### config.mk
export PLATFORM = sky130hd
export DESIGN_NAME = uart_rx_buffered
export DESIGN_NICKNAME = d
export VERILOG_FILES = /design/src/rtl/uart_rx_buffered.sv
export SDC_FILE = /design/constraint.sdc
export NUM_CORES = 1
export LEC_CHECK = 0
export ABC_AREA = 1
export BUFFER_PORTS_ARGS = -buffer_cell sky130_fd_sc_hd__buf_2
export CORE_UTILIZATION = 50
export CTS_BUF_LIST = sky130_fd_sc_hd__clkbuf_2 sky130_fd_sc_hd__clkbuf_4 sky130_fd_sc_hd__clkbuf_8
export DETAILED_ROUTE_END_ITERATION = 16
export GPL_ROUTABILITY_DRIVEN = 1
export PLACE_DENSITY = 0.69
export SYNTH_ARGS = -nofsm -noshare
export SYNTH_HDL_FRONTEND = slang
export SYNTH_SLANG_ARGS = --single-unit
### constraint.sdc
create_clock -name clk -period 2.8 [get_ports clk]
set_input_delay 0.56 -clock clk [delete_from_list [all_inputs] [get_ports clk]]
set_output_delay 0.56 -clock clk [all_outputs]
set_load 0.005 [all_outputs]
### src/rtl/uart_rx_buffered.sv
// uart_rx_buffered: oversampled UART receiver (LSB first, optional parity)
// feeding a small word FIFO that is drained through a pending/request
// handshake.
//
// Ports:
//   clk, rst_n        system clock, asynchronous active-low reset
//   rx                serial line (idles high, asynchronous to clk)
//   req_data          pop request, one pop per cycle sampled high
//   data_out_rx       last popped word, held until the next pop
//   pending_data_rx   high while the FIFO holds at least one word
//   parity_error_rx   one-cycle pulse on a parity failure
//   framing_error_rx  one-cycle pulse when the stop bit samples low
//   overflow_rx       one-cycle pulse when a good word is dropped (FIFO full)
//   fifo_count        number of words held
module uart_rx_buffered #(
    parameter int unsigned DATA_WIDTH = 16,
    parameter int unsigned BAUD_RATE  = 115200,
    parameter int unsigned CLOCK_FREQ = 50_000_000,
    parameter int unsigned PARITY     = 1,
    parameter int unsigned OVERSAMPLE = 16,
    parameter int unsigned FIFO_DEPTH = 4
) (
    input  logic                          clk,
    input  logic                          rst_n,
    input  logic                          rx,
    input  logic                          req_data,
    output logic [DATA_WIDTH-1:0]         data_out_rx,
    output logic                          pending_data_rx,
    output logic                          parity_error_rx,
    output logic                          framing_error_rx,
    output logic                          overflow_rx,
    output logic [$clog2(FIFO_DEPTH):0]   fifo_count
);

    localparam int unsigned SAMPLE_RATE = BAUD_RATE * OVERSAMPLE;
    localparam int unsigned DIV         = (CLOCK_FREQ + SAMPLE_RATE / 2) / SAMPLE_RATE;
    localparam int unsigned TICK_W      = (DIV > 1) ? $clog2(DIV) : 1;
    localparam int unsigned SMP_W       = $clog2(OVERSAMPLE);
    localparam int unsigned MID         = OVERSAMPLE / 2;
    localparam int unsigned BIT_CLKS    = DIV * OVERSAMPLE;
    localparam int unsigned IDLE_W      = $clog2(BIT_CLKS + 1);
    localparam int unsigned IDX_W       = (DATA_WIDTH > 1) ? $clog2(DATA_WIDTH) : 1;
    localparam int unsigned AW          = $clog2(FIFO_DEPTH);
    localparam int unsigned CW          = AW + 1;

    typedef enum logic [2:0] {
        S_IDLE,
        S_START,
        S_DATA,
        S_PARITY,
        S_STOP
    } state_t;

    // Receiver state
    logic [1:0]            sync_q, sync_d;
    logic                  rx_q, rx_d;
    state_t                state_q, state_d;
    logic [TICK_W-1:0]     tick_cnt_q, tick_cnt_d;
    logic [SMP_W-1:0]      sample_cnt_q, sample_cnt_d;
    logic [1:0]            smp_q, smp_d;
    logic [IDX_W-1:0]      bit_idx_q, bit_idx_d;
    logic [DATA_WIDTH-1:0] shreg_q, shreg_d;
    logic                  par_bit_q, par_bit_d;
    logic                  armed_q, armed_d;
    logic [IDLE_W-1:0]     idle_cnt_q, idle_cnt_d;
    logic                  perr_q, perr_d;
    logic                  ferr_q, ferr_d;

    // FIFO state
    logic [FIFO_DEPTH-1:0][DATA_WIDTH-1:0] mem_q, mem_d;
    logic [AW-1:0]         wr_ptr_q, wr_ptr_d;
    logic [AW-1:0]         rd_ptr_q, rd_ptr_d;
    logic [CW-1:0]         count_q, count_d;
    logic                  pending_q, pending_d;
    logic                  ovf_q, ovf_d;
    logic [DATA_WIDTH-1:0] data_out_q, data_out_d;

    logic rx_s;
    logic tick_c;
    logic mid_c;
    logic maj_c;
    logic par_ok_c;
    logic push_c;
    logic pop_c;
    logic full_c;
    logic wr_en_c;

    assign rx_s     = sync_q[1];
    assign tick_c   = (tick_cnt_q == TICK_W'(DIV - 1));
    // Bit decision point: the tick that brings the sample counter to mid-bit
    assign mid_c    = (state_q != S_IDLE) && tick_c && (sample_cnt_q == SMP_W'(MID - 1));
    // Majority of the three samples straddling mid-bit (two stored plus the current one)
    assign maj_c    = (smp_q[1] & smp_q[0]) | (smp_q[1] & rx_s) | (smp_q[0] & rx_s);
    assign par_ok_c = ((^shreg_q) ^ par_bit_q) == (PARITY == 2);

    // Receive FSM, tick and sample counters
    always_comb begin
        sync_d       = {sync_q[0], rx};
        rx_d         = rx_s;
        state_d      = state_q;
        tick_cnt_d   = tick_c ? '0 : tick_cnt_q + TICK_W'(1);
        sample_cnt_d = sample_cnt_q;
        smp_d        = smp_q;
        bit_idx_d    = bit_idx_q;
        shreg_d      = shreg_q;
        par_bit_d    = par_bit_q;
        armed_d      = armed_q;
        idle_cnt_d   = idle_cnt_q;
        perr_d       = 1'b0;
        ferr_d       = 1'b0;
        push_c       = 1'b0;

        if (state_q != S_IDLE && tick_c) begin
            sample_cnt_d = (sample_cnt_q == SMP_W'(OVERSAMPLE - 1)) ? '0
                                                                   : sample_cnt_q + SMP_W'(1);
            smp_d        = {smp_q[0], rx_s};
        end

        unique case (state_q)
            S_IDLE: begin
                if (!armed_q) begin
                    // After a framing error, wait for one full bit period of idle line
                    if (!rx_s) begin
                        idle_cnt_d = '0;
                    end else if (idle_cnt_q == IDLE_W'(BIT_CLKS - 1)) begin
                        idle_cnt_d = '0;
                        armed_d    = 1'b1;
                    end else begin
                        idle_cnt_d = idle_cnt_q + IDLE_W'(1);
                    end
                end else if (rx_q && !rx_s) begin
                    state_d      = S_START;
                    tick_cnt_d   = '0;
                    sample_cnt_d = '0;
                end
            end
            S_START: begin
                if (mid_c) begin
                    if (maj_c) begin
                        state_d = S_IDLE;
                    end else begin
                        state_d   = S_DATA;
                        bit_idx_d = '0;
                    end
                end
            end
            S_DATA: begin
                if (mid_c) begin
                    shreg_d[bit_idx_q] = maj_c;
                    if (bit_idx_q == IDX_W'(DATA_WIDTH - 1)) begin
                        state_d = (PARITY != 0) ? S_PARITY : S_STOP;
                    end else begin
                        bit_idx_d = bit_idx_q + IDX_W'(1);
                    end
                end
            end
            S_PARITY: begin
                if (mid_c) begin
                    par_bit_d = maj_c;
                    state_d   = S_STOP;
                end
            end
            S_STOP: begin
                if (mid_c) begin
                    // Framing beats parity so a frame raises at most one error
                    if (!maj_c) begin
                        ferr_d     = 1'b1;
                        armed_d    = 1'b0;
                        idle_cnt_d = '0;
                    end else if (PARITY != 0 && !par_ok_c) begin
                        perr_d = 1'b1;
                    end else begin
                        push_c = 1'b1;
                    end
                    state_d = S_IDLE;
                end
            end
            default: state_d = S_IDLE;
        endcase
    end

    // FIFO: push from the receiver, pop on req_data; no bypass when empty
    always_comb begin
        pop_c      = req_data && (count_q != '0);
        full_c     = (count_q == CW'(FIFO_DEPTH));
        wr_en_c    = push_c && (!full_c || pop_c);
        ovf_d      = push_c && full_c && !pop_c;
        mem_d      = mem_q;
        wr_ptr_d   = wr_ptr_q;
        rd_ptr_d   = rd_ptr_q;
        count_d    = count_q;
        data_out_d = data_out_q;

        if (wr_en_c) begin
            mem_d[wr_ptr_q] = shreg_q;
            wr_ptr_d        = wr_ptr_q + AW'(1);
        end
        if (pop_c) begin
            data_out_d = mem_q[rd_ptr_q];
            rd_ptr_d   = rd_ptr_q + AW'(1);
        end
        unique case ({wr_en_c, pop_c})
            2'b10:   count_d = count_q + CW'(1);
            2'b01:   count_d = count_q - CW'(1);
            default: count_d = count_q;
        endcase
        pending_d = (count_d != '0);
    end

    always_ff @(posedge clk or negedge rst_n) begin
        if (!rst_n) begin
            sync_q       <= 2'b11;
            rx_q         <= 1'b1;
            state_q      <= S_IDLE;
            tick_cnt_q   <= '0;
            sample_cnt_q <= '0;
            smp_q        <= '0;
            bit_idx_q    <= '0;
            shreg_q      <= '0;
            par_bit_q    <= 1'b0;
            armed_q      <= 1'b1;
            idle_cnt_q   <= '0;
            perr_q       <= 1'b0;
            ferr_q       <= 1'b0;
            mem_q        <= '0;
            wr_ptr_q     <= '0;
            rd_ptr_q     <= '0;
            count_q      <= '0;
            pending_q    <= 1'b0;
            ovf_q        <= 1'b0;
            data_out_q   <= '0;
        end else begin
            sync_q       <= sync_d;
            rx_q         <= rx_d;
            state_q      <= state_d;
            tick_cnt_q   <= tick_cnt_d;
            sample_cnt_q <= sample_cnt_d;
            smp_q        <= smp_d;
            bit_idx_q    <= bit_idx_d;
            shreg_q      <= shreg_d;
            par_bit_q    <= par_bit_d;
            armed_q      <= armed_d;
            idle_cnt_q   <= idle_cnt_d;
            perr_q       <= perr_d;
            ferr_q       <= ferr_d;
            mem_q        <= mem_d;
            wr_ptr_q     <= wr_ptr_d;
            rd_ptr_q     <= rd_ptr_d;
            count_q      <= count_d;
            pending_q    <= pending_d;
            ovf_q        <= ovf_d;
            data_out_q   <= data_out_d;
        end
    end

    assign data_out_rx      = data_out_q;
    assign pending_data_rx  = pending_q;
    assign parity_error_rx  = perr_q;
    assign framing_error_rx = ferr_q;
    assign overflow_rx      = ovf_q;
    assign fifo_count       = count_q;

endmodule
# Word level (Yosys, flattened, before mapping)
# Index checks and enable logic that the tools add are counted.
dict set report op_classes {
  reduce_logical 26
  mux 55
  n_eq_ne 23
  addsub 8
  n_bitwise 6
  order_cmp 5
}
# cell n
set op_table {}
lappend op_table {{$bwmux 64} 1}
lappend op_table {{$mux 9} 5}
lappend op_table {{$mux 4} 9}
lappend op_table {{$bmux 16 s2} 1}
lappend op_table {{$demux 16 s2} 1}
lappend op_table {{$mux 16} 2}
lappend op_table {{$ne 2x2->1 const B} 11}
lappend op_table {{$mux 3} 7}
lappend op_table {{$mux 5} 4}
lappend op_table {{$pmux 9 s2} 1}
lappend op_table {{$mux 1} 17}
lappend op_table {{$bwmux 16} 1}
lappend op_table {{$reduce_xor 16->1} 1}
lappend op_table {{$pmux 3 s5} 1}
lappend op_table {{$add 9x1->9 const B} 1}
lappend op_table {{$eq 9x9->1 const B} 1}
lappend op_table {{$logic_and 1x1->1} 9}
lappend op_table {{$reduce_bool 3->1} 3}
lappend op_table {{$add 4x1->4 const B} 2}
lappend op_table {{$eq 4x4->1 const B} 2}
lappend op_table {{$pmux 4 s2} 1}
lappend op_table {{$reduce_and 7->1} 1}
lappend op_table {{$eq 3x2->1 const B} 2}
lappend op_table {{$eq 3x3->1 const B} 2}
lappend op_table {{other kinds (28)} 37}
dict set report totals {
  regBits 139
  wordCells 146
}

# Longest topological paths before layout
# Gate-level depths: netlist of the first run.
dict set report logic_depth {
  depth_word 10
  ltp_mapped 21
  depth_no_buf 19
}

# Worst setup path before layout of the first run
# OpenSTA, ideal clock, no wires.
dict set report synth_path {
  path_type {flip-flop to flip-flop}
  startpoint {reg state_q[1]}
  endpoint {reg pending_q, in the netlist pending_data_rx}
  setup_slack_ps -85
  path_stages_with_launch 16
  setup_ps 131
  arrival_time_ps 2753
  path_cell_list {dfrtp_1 nor3_1 nor2_4 nand2_4 nor3_4 inv_2 a21oi_2 buf_4 nand2_1 ha_1 inv_1 fa_1 a21oi_1 o21ai_0 xor2_1 or3_1}
}
dict set report synth_via {
  elab_chain_cells 9
  word_cells_on_any_way 11
}
# element line
set synth_lines {}
lappend synth_lines {{from (decl)} 57} ;# state_t state_q, state_d;
lappend synth_lines {{from (signal assigned)} 235} ;# state_q <= state_d;
lappend synth_lines {{$reduce_bool 3->1} 91} ;# assign mid_c = (state_q != S_IDLE) && tick_c && (sample_cnt_q == SMP_W'(MID - 1));
lappend synth_lines {{$logic_and 1x1->1 (2 in a row)} 91}
lappend synth_lines {{$mux 1} 164} ;# if (mid_c) begin
lappend synth_lines {{$mux 1 (*)} 119} ;# unique case (state_q)
lappend synth_lines {{$logic_and 1x1->1 (*)} 186} ;# wr_en_c = push_c && (!full_c || pop_c);
lappend synth_lines {{$eq 2x1->1 / $eq 2x2->1 (equally long branches)} 202} ;# unique case ({wr_en_c, pop_c})
lappend synth_lines {{$pmux 3 s2 (*)} 202}
lappend synth_lines {{net count_d[2]} 73} ;# logic [CW-1:0] count_q, count_d;
lappend synth_lines {{$reduce_bool 3->1 (*)} 207} ;# pending_d = (count_d != '0);
lappend synth_lines {{net pending_d} 74} ;# logic pending_q, pending_d;
lappend synth_lines {{to (signal assigned)} 250} ;# pending_q <= pending_d;
lappend synth_lines {{to (decl)} 74}
# The timed path passes the listed nets; every way through them passes the cells marked *.
# A chain may end at the register's enable or synchronous reset.

# Final worst setup path of the first run
dict set report layout_path {
  startpoint {reg shreg_q[11]}
  endpoint {reg pending_q, in the netlist pending_data_rx}
}
dict set report layout_via {
  elab_chain_cells 10
  word_cells_on_any_way 11
}
# element line
set layout_lines {}
lappend layout_lines {{from (decl)} 62} ;# logic [DATA_WIDTH-1:0] shreg_q, shreg_d;
lappend layout_lines {{from (signal assigned)} 240} ;# shreg_q <= shreg_d;
lappend layout_lines {{$reduce_xor 16->1 (*)} 94} ;# assign par_ok_c = ((^shreg_q) ^ par_bit_q) == (PARITY == 2);
lappend layout_lines {{$xor 1x1->1 (*)} 94}
lappend layout_lines {{$mux 1 (*)} 170} ;# end else if (PARITY != 0 && !par_ok_c) begin
lappend layout_lines {{$mux 1 (*)} 166} ;# if (!maj_c) begin
lappend layout_lines {{$mux 1 (*)} 164}
lappend layout_lines {{$mux 1 (*)} 119}
lappend layout_lines {{$logic_and 1x1->1 (*)} 186}
lappend layout_lines {{$eq 2x1->1 / $eq 2x2->1 (equally long branches)} 202}
lappend layout_lines {{$pmux 3 s2 (*)} 202}
lappend layout_lines {{net count_d[2]} 73}
lappend layout_lines {{$reduce_bool 3->1 (*)} 207}
lappend layout_lines {{net pending_d} 74}
# Marked as above.

==> results.txt, run 1 <==
Clock root cell = clkbuf_8
Die width = 119 um
First-pass GRT wire length = 27700 um
Final WS setup = 0.0842 ns
Clk_lat worst skew = 0.45 ns
Top cell type's share of synthesized area = 49.4%
Place WS = 0.0133 ns
Largest area contributor in the netlist = dfrtp_1
Layout cells sized above 1 = 17.7%
Remaining DRCs = 0
Fill cells = 1167
Crit. End Element = flip-flop
Max_slew headroom = 36.3%
Vias per Instance = 5.49
Synthesis-to-finish area growth = 15.9%
Tot GR Track Use = 24.9%
Worst Hold Class = in2async
Core region area = 13300 sq um
Syn avg cell area = 8.13 sq um
Fin. max-slew vios = 0
Mapped Cells = 841
Die ar. = 14200 sq um
TNS Setup = 0 ns
Synth top area cells = dfrtp_1, nand2_1, nand4_1, nor2_1, o21ai_0
Final setup vio count = 0
DR WL/cell = 15.6 um
Diode count = 0
Status = complete, no violations
Drt first pass iters = 7
Clock transition at the registers of the reported paths = 0.07 ns
Crit start category = flip-flop
Post-Route WL = 16600 um
Final period util = 97.0%
Yosys warning total = 0
Post-layout util = 59.6%
ANT nets after route = 0
Port Buffers = 26
Clk buf depth = 2
Max-cap violations = 0
#FFs+latches synth = 139
Number of global-route vias before repair = 5688
TritonCTS Buffers = 17
Crit path max fanout = 6
CTS tree = done
Kind of critical path = reg2reg
Initial antenna violation count = 0
RePlAce Congestion = 0.844
Detailed Place HPWL = 10200 um
H-tree depth = 4
Vias = 5865
Power Total = 5.30 mW
Leakage power = 3.89 nW
Launching point of the worst reg2reg path = shreg_q[11]
Largest net degree at the start of global routing = 72
Power density over cell area = 669 nW/um^2
Worst Path Required = 3.12 ns
Clk sinks = 139
Top-Level Pins = 27
Initial Util = 51.4%
Row count = 42
Placed Area = 7190 sq um
Fmax = 368 MHz
Hold buffers post-CTS = 0
DR iter-0 viols = 520
Worst Hold Margin = 0.0486 ns
Clock Skews = 0.0125 ns
Syn_nets = 859
Fin crit period = 2.72 ns
Worst VDD drop = 0.252 mV
Die H = 119 um
DP Cell Count = 1014
Total congestion overflow = 0
Seq/Total Area, Yosys = 50.9%
Worst-Margin Slew = 0.955 ns
Reg2Reg Setup Slack = 0.08 ns
Synth unique cells = 35
Final #Nets = 898
Mapped Area = 6840 sq um
Final hold viol count = 0
Critical Path Source = shreg_q[11]
WP data arrival = 3.03 ns
Finished Layout Cells = 1068
Fin area = 7930 sq um
==> cells in the mapped netlist <==
cell,n
nand2_1,219
dfrtp_1,135
nor2_1,113
nand4_1,69
o21ai_0,67
inv_1,49
nand3_1,36
clkbuf_1,27
buf_2,23
a31oi_1,17
a21oi_1,14
xor2_1,14
ha_1,13
nor3_1,9
xnor2_1,7
buf_4,4
dfstp_2,4
inv_2,3
buf_1,2
a21oi_2,1
a22oi_1,1
a2bb2oi_1,1
and3_1,1
clkinv_1,1
fa_1,1
nand2_4,1
nand4_2,1
nor2_2,1
nor2_4,1
nor3_4,1
o21a_1,1
o21ai_1,1
o32ai_1,1
or2_2,1
or3_1,1
==> metal layers <==
metal,wire [um],vias up,global-route usage (%)
met5,0,-,0
met4,297,0,10.8
met3,810,24,5.08
met2,8130,156,40.5
met1,7380,2843,32.4
li1,-,2842,-
==> power breakdown <==
| group | internal, mW | leakage, nW | switching (mW) |
|---|---|---|---|
| clock | 1.06 | 0.232 | 0.737 |
| combinational | 0.439 | 1.81 | 0.786 |
| sequential | 2.18 | 1.84 | 0.0966 |
| total | 3.68 | 3.89 | 1.62 |
==> critical path, cell delays in order (launching register included) <==
cell and delay (ns):
dfrtp_2 0.41, inv_1 0.07, nand2_1 0.06, nand2_1 0.06, nand2_1 0.09, nand2_1 0.07, nand2_2 0.07, nand2_1 0.05
nand2_1 0.09, nand2_1 0.07, nand2_2 0.08, a21oi_4 0.06, nand2_2 0.10, ha_4 0.13, inv_2 0.05, fa_2 0.38
a21oi_2 0.16, o21ai_2 0.09, xor2_1 0.18, or3_1 0.31
==> cell families after synthesis <==
kind of cell	after synthesis	synth area share, %
AND/OR/NAND/NOR	454	28.9
flip-flops	139	50.9
buffers and inverters	109	6.62
AO/OA/AOI/OAI	104	8.16
XOR/XNOR	21	2.69
adder cells (fa/ha/maj)	14	2.67
==> placed cells by master (no fill, tap or decap), types with 2 or more instances in the layout <==
cell,n
xor2_1,11
buf_2,25
bufinv_16,3
nand4_1,69
nand3_1,32
dfrtp_2,13
nor3_1,8
a21oi_1,12
a31oi_1,17
nand2_1,214
o21ai_2,2
clkbuf_4,2
xor2_2,3
nor2_1,113
inv_1,48
buf_4,49
xnor2_2,3
dfrtp_1,122
a21oi_2,2
inv_2,4
clkbuf_8,24
nand3_2,4
xnor2_1,4
nand2_2,5
dfstp_2,4
ha_1,11
o21ai_0,65
==> final cells by class <==
cell class / count / area (sq um) / share of cell area, %
clock buffer: 26 / 345 / 4.36
clock inverter: 5 / 104 / 1.31
inverter: 53 / 199 / 2.51
multi-input combinational: 593 / 3040 / 38.3
sequential: 139 / 3500 / 44.1
tap: 176 / 220 / 2.78
timing repair buffer: 76 / 524 / 6.61
==> repair_timing <==
action / in CTS / in global routing
buffers inserted: 0 / 23
setup endpoints to repair: 1 / 2
gates cloned: 0 / 0
gates resized for setup: 6 / 29
pin swaps: 0 / 11
==> flip-flops by register name (all words and copies together), names as in the netlist, 2 cells and up <==
signal / flops
fifo_count: 3
bit_idx_q: 4
data_out_rx: 16
state_q: 3
shreg_q: 16
tick_cnt_q: 5
rd_ptr_q: 2
sync_q: 2
sample_cnt_q: 4
smp_q: 2
idle_cnt_q: 9
mem_q: 64
wr_ptr_q: 2
==> final timing paths <==
path / to / depth (start not counted)
setup / recovery: pending_data_rx / 19
hold / removal: tick_cnt_q[1] / 1
setup reg to reg: pending_data_rx / 19
hold reg to reg: sync_q[1] / 0
max in group asynchronous: mem_q[22] / 2
min in group clk: sync_q[0] / 1
(Power assumes the default switching activity.)
==> run 2: changes to the inputs <==
--- a/config.mk
+++ b/config.mk
@@ -7,11 +7,11 @@
 export LEC_CHECK = 0
 export ABC_AREA = 1
 export BUFFER_PORTS_ARGS = -buffer_cell sky130_fd_sc_hd__buf_2
-export CORE_UTILIZATION = 50
+export CORE_UTILIZATION = 40
 export CTS_BUF_LIST = sky130_fd_sc_hd__clkbuf_2 sky130_fd_sc_hd__clkbuf_4 sky130_fd_sc_hd__clkbuf_8
 export DETAILED_ROUTE_END_ITERATION = 16
 export GPL_ROUTABILITY_DRIVEN = 1
-export PLACE_DENSITY = 0.69
+export MAX_ROUTING_LAYER = met4
 export SYNTH_ARGS = -nofsm -noshare
 export SYNTH_HDL_FRONTEND = slang
 export SYNTH_SLANG_ARGS = --single-unit
==> run 2 against run 1 <==
  * Routed wire length is 3.7% lower
  * Non-clock buffer count is 1 higher
  * Sequential power hardly changed
  * Utilization is 12 points lower
  * Fmax is 3.4% higher
  * Worst setup slack better by 0.088 ns
  * Largest cell class unchanged
  * Highest routed layer unchanged
==> results.txt, run 2 (synthesis gave the netlist of run 1 again) <==
Clock transition at the registers of the reported paths = 0.09 ns (+0.02 ns)
DR iter-0 viols = 444 (-15%)
RePlAce Congestion = 0.843 (about the same)
DR WL met2 = 7560 um (-7.0%)
Storage element area = 3490 sq um (-0.25%)
Largest net degree at the start of global routing = 72 (unchanged)
Max_slew headroom = 35.1% (-1.2 points)
Leakage power = 3.89 nW (about the same)
Detailed Place HPWL = 10000 um (-1.6%)
Clk sinks = 139 (unchanged)
Worst VDD drop = 0.663 mV (+160%)
Logic pwr share = 23.2% (about the same)
Die ar. = 17600 sq um (+25%)
Die width = 133 um (+12%)
Clk buf depth = 2 (unchanged)
Crit path max fanout = 4 (-2)
DR WL/cell = 14.4 um (-7.7%)
Clk pwr share = 34.3% (+0.3 points)
Tot GR Track Use = 20.4% (-4.5 points)
Met3 WL post-DR = 601 um (-26%)
Most frequent cells in the layout = nand2_1, dfrtp_1, nor2_1
Final period util = 93.8% (-3.2 points)
Hold buffers post-CTS = 0 (unchanged)
TritonCTS Buffers = 17 (unchanged)
Initial antenna violation count = 0 (unchanged)
Clock root cell = clkbuf_8
Multi-input logic area = 3010 sq um (-0.82%)
Crit. End Element = flip-flop
TNS Setup = 0 ns (unchanged)
Fmax = 381 MHz (+3.4%)
Final #Nets = 899 (+0.11%)
Worst Hold Class = in2async
Internal = 3.67 mW (-0.44%)
Clock Skews = 0.0176 ns (+0.00511 ns)
M1 WL = 7600 um (+3.0%)
Worst Path Required = 3.14 ns (+0.02 ns)
Clk_lat worst skew = 0.45 ns (about the same)
Placed Area = 7350 sq um (+2.1%)
Layout cells sized above 1 = 16.3% (-1.4 points)
Proportion of power drawn by flip-flops and latches = 42.5% (-0.4 points)
Status = complete, no violations
First-pass GRT wire length = 27500 um (-1.0%)
Initial Util = 41.1% (-10 points)
Worst-Margin Slew = 0.973 ns (+0.0181 ns)
Final hold viol count = 0 (unchanged)
Synthesis-to-finish area growth = 16.3%
Final setup vio count = 0 (unchanged)
Commonest non-fill, non-tap cell in the layout = nand2_1
Core region area = 16600 sq um (+25%)
Top reg by flops = mem_q
CTS tree = done
Total congestion overflow = 0 (unchanged)
Kind of critical path = reg2reg
Power density over cell area = 676 nW/um^2 (+1.0%)
Fin. max-slew vios = 0 (unchanged)
DR top layer = met4
Crit start category = flip-flop
Diode count = 0 (unchanged)
H-tree depth = 4 (unchanged)
Number of global-route vias before repair = 5521 (-2.9%)
Drt first pass iters = 5 (-2)
Max-cap violations = 0 (unchanged)
Sw frac = 31.8% (+1.3 points)
Row count = 47 (+12%)
Top-Level Pins = 27 (unchanged)
Vias per Instance = 5.09 (-7.2%)
Fill cells = 1604 (+37%)
WP data arrival = 2.97 ns (-0.06 ns)
Remaining DRCs = 0 (unchanged)
Die H = 133 um (+12%)
Largest register FFs = 64 (unchanged)
Post-Route WL = 16000 um (-3.7%)
Fin area = 7960 sq um (+0.38%)
Port Buffers = 26 (unchanged)
Net Switching = 1.71 mW (+5.7%)
Fin crit period = 2.63 ns (-0.0883 ns)
Vias = 5675 (-3.2%)
ANT nets after route = 0 (unchanged)
## run 2: cell types whose count changed in the layout (fill, tap and decap cells not counted), sizes merged
cell	before	now
clkinv	3	5
clkinvlp	0	1
clkbuf	26	20
buf	76	77
bufinv	3	4
inv	52	55
## run 2: metal layers
metal | vias up | global-route usage [%]
met2 | 113 | 32.6
met1 | 2692 | 25.9
li1 | 2850 | -
met5 | - | -
met3 | 20 | 3.95
met4 | 0 | 7.15
## run 2: per-stage QoR
step / util [%] / hold slack [ns] / std cells / setup slack [ns] / power, mW
after floorplan: - / 0.264 / 841 / 0.0236 / 3.07
after global placement: 44.1 / 0.346 / 1071 / 0.159 / 3.52
after global routing: 47.8 / 0.0769 / 1114 / -0.0149 / 5.67
after detailed placement: 44.1 / 0.347 / 1071 / 0.0883 / 3.54
after CTS: 46.8 / 0.0701 / 1103 / 0.0738 / 5.39
final: 47.8 / 0.0539 / 1114 / 0.173 / 5.38
## run 2: path summary, 6_finish.rpt
path	start	end	slack (ns)	cells after the start
max in group asynchronous	rst_n	sync_q[1]	2.04	2
worst min register to register	sync_q[0]	sync_q[1]	0.36	0
worst min-delay path	rst_n	rd_ptr_q[0]	0.05	1
worst max-delay path	tick_cnt_q[0]	pending_data_rx	0.17	15
worst max register to register	tick_cnt_q[0]	pending_data_rx	0.17	15
min in group clk	rx	sync_q[0]	0.21	1
## run 2: area by class of cell
cell class	instances	share of cell area, %
flip-flops and latches	139	43.9
multi-input cells	593	37.8
repair buffers	77	6.68
well taps	220	3.46
clock buffers	20	3.30
inverters	53	2.53
clock inverters	12	2.33
## run 2: power by group through the flow
stage                     clock, mW  combinational [mW]  sequential, mW
after floorplan                   0               0.757            2.32
after global placement            0                1.20            2.32
after detailed placement          0                1.21            2.33
after CTS                      1.88                1.22            2.29
after global routing           1.97                1.40            2.31
final                          1.85                1.25            2.29
## run 2: timing repair
item / in CTS / in global routing
resized for setup: 0 / 21
endpoints found under the setup margin: 0 / 1
setup buffers: 0 / 11
## run 2: worst max-delay path, stage by stage, from the launching register on
cell	delay, ns
dfrtp_1	0.41
inv_1	0.07
ha_2	0.18
nand4_4	0.10
nor2_4	0.16
nand2_4	0.08
nor3_4	0.21
inv_2	0.08
a21oi_4	0.14
nand2_2	0.11
ha_4	0.17
inv_4	0.06
fa_2	0.21
o21ai_1	0.07
xor2_1	0.17
or3_1	0.30
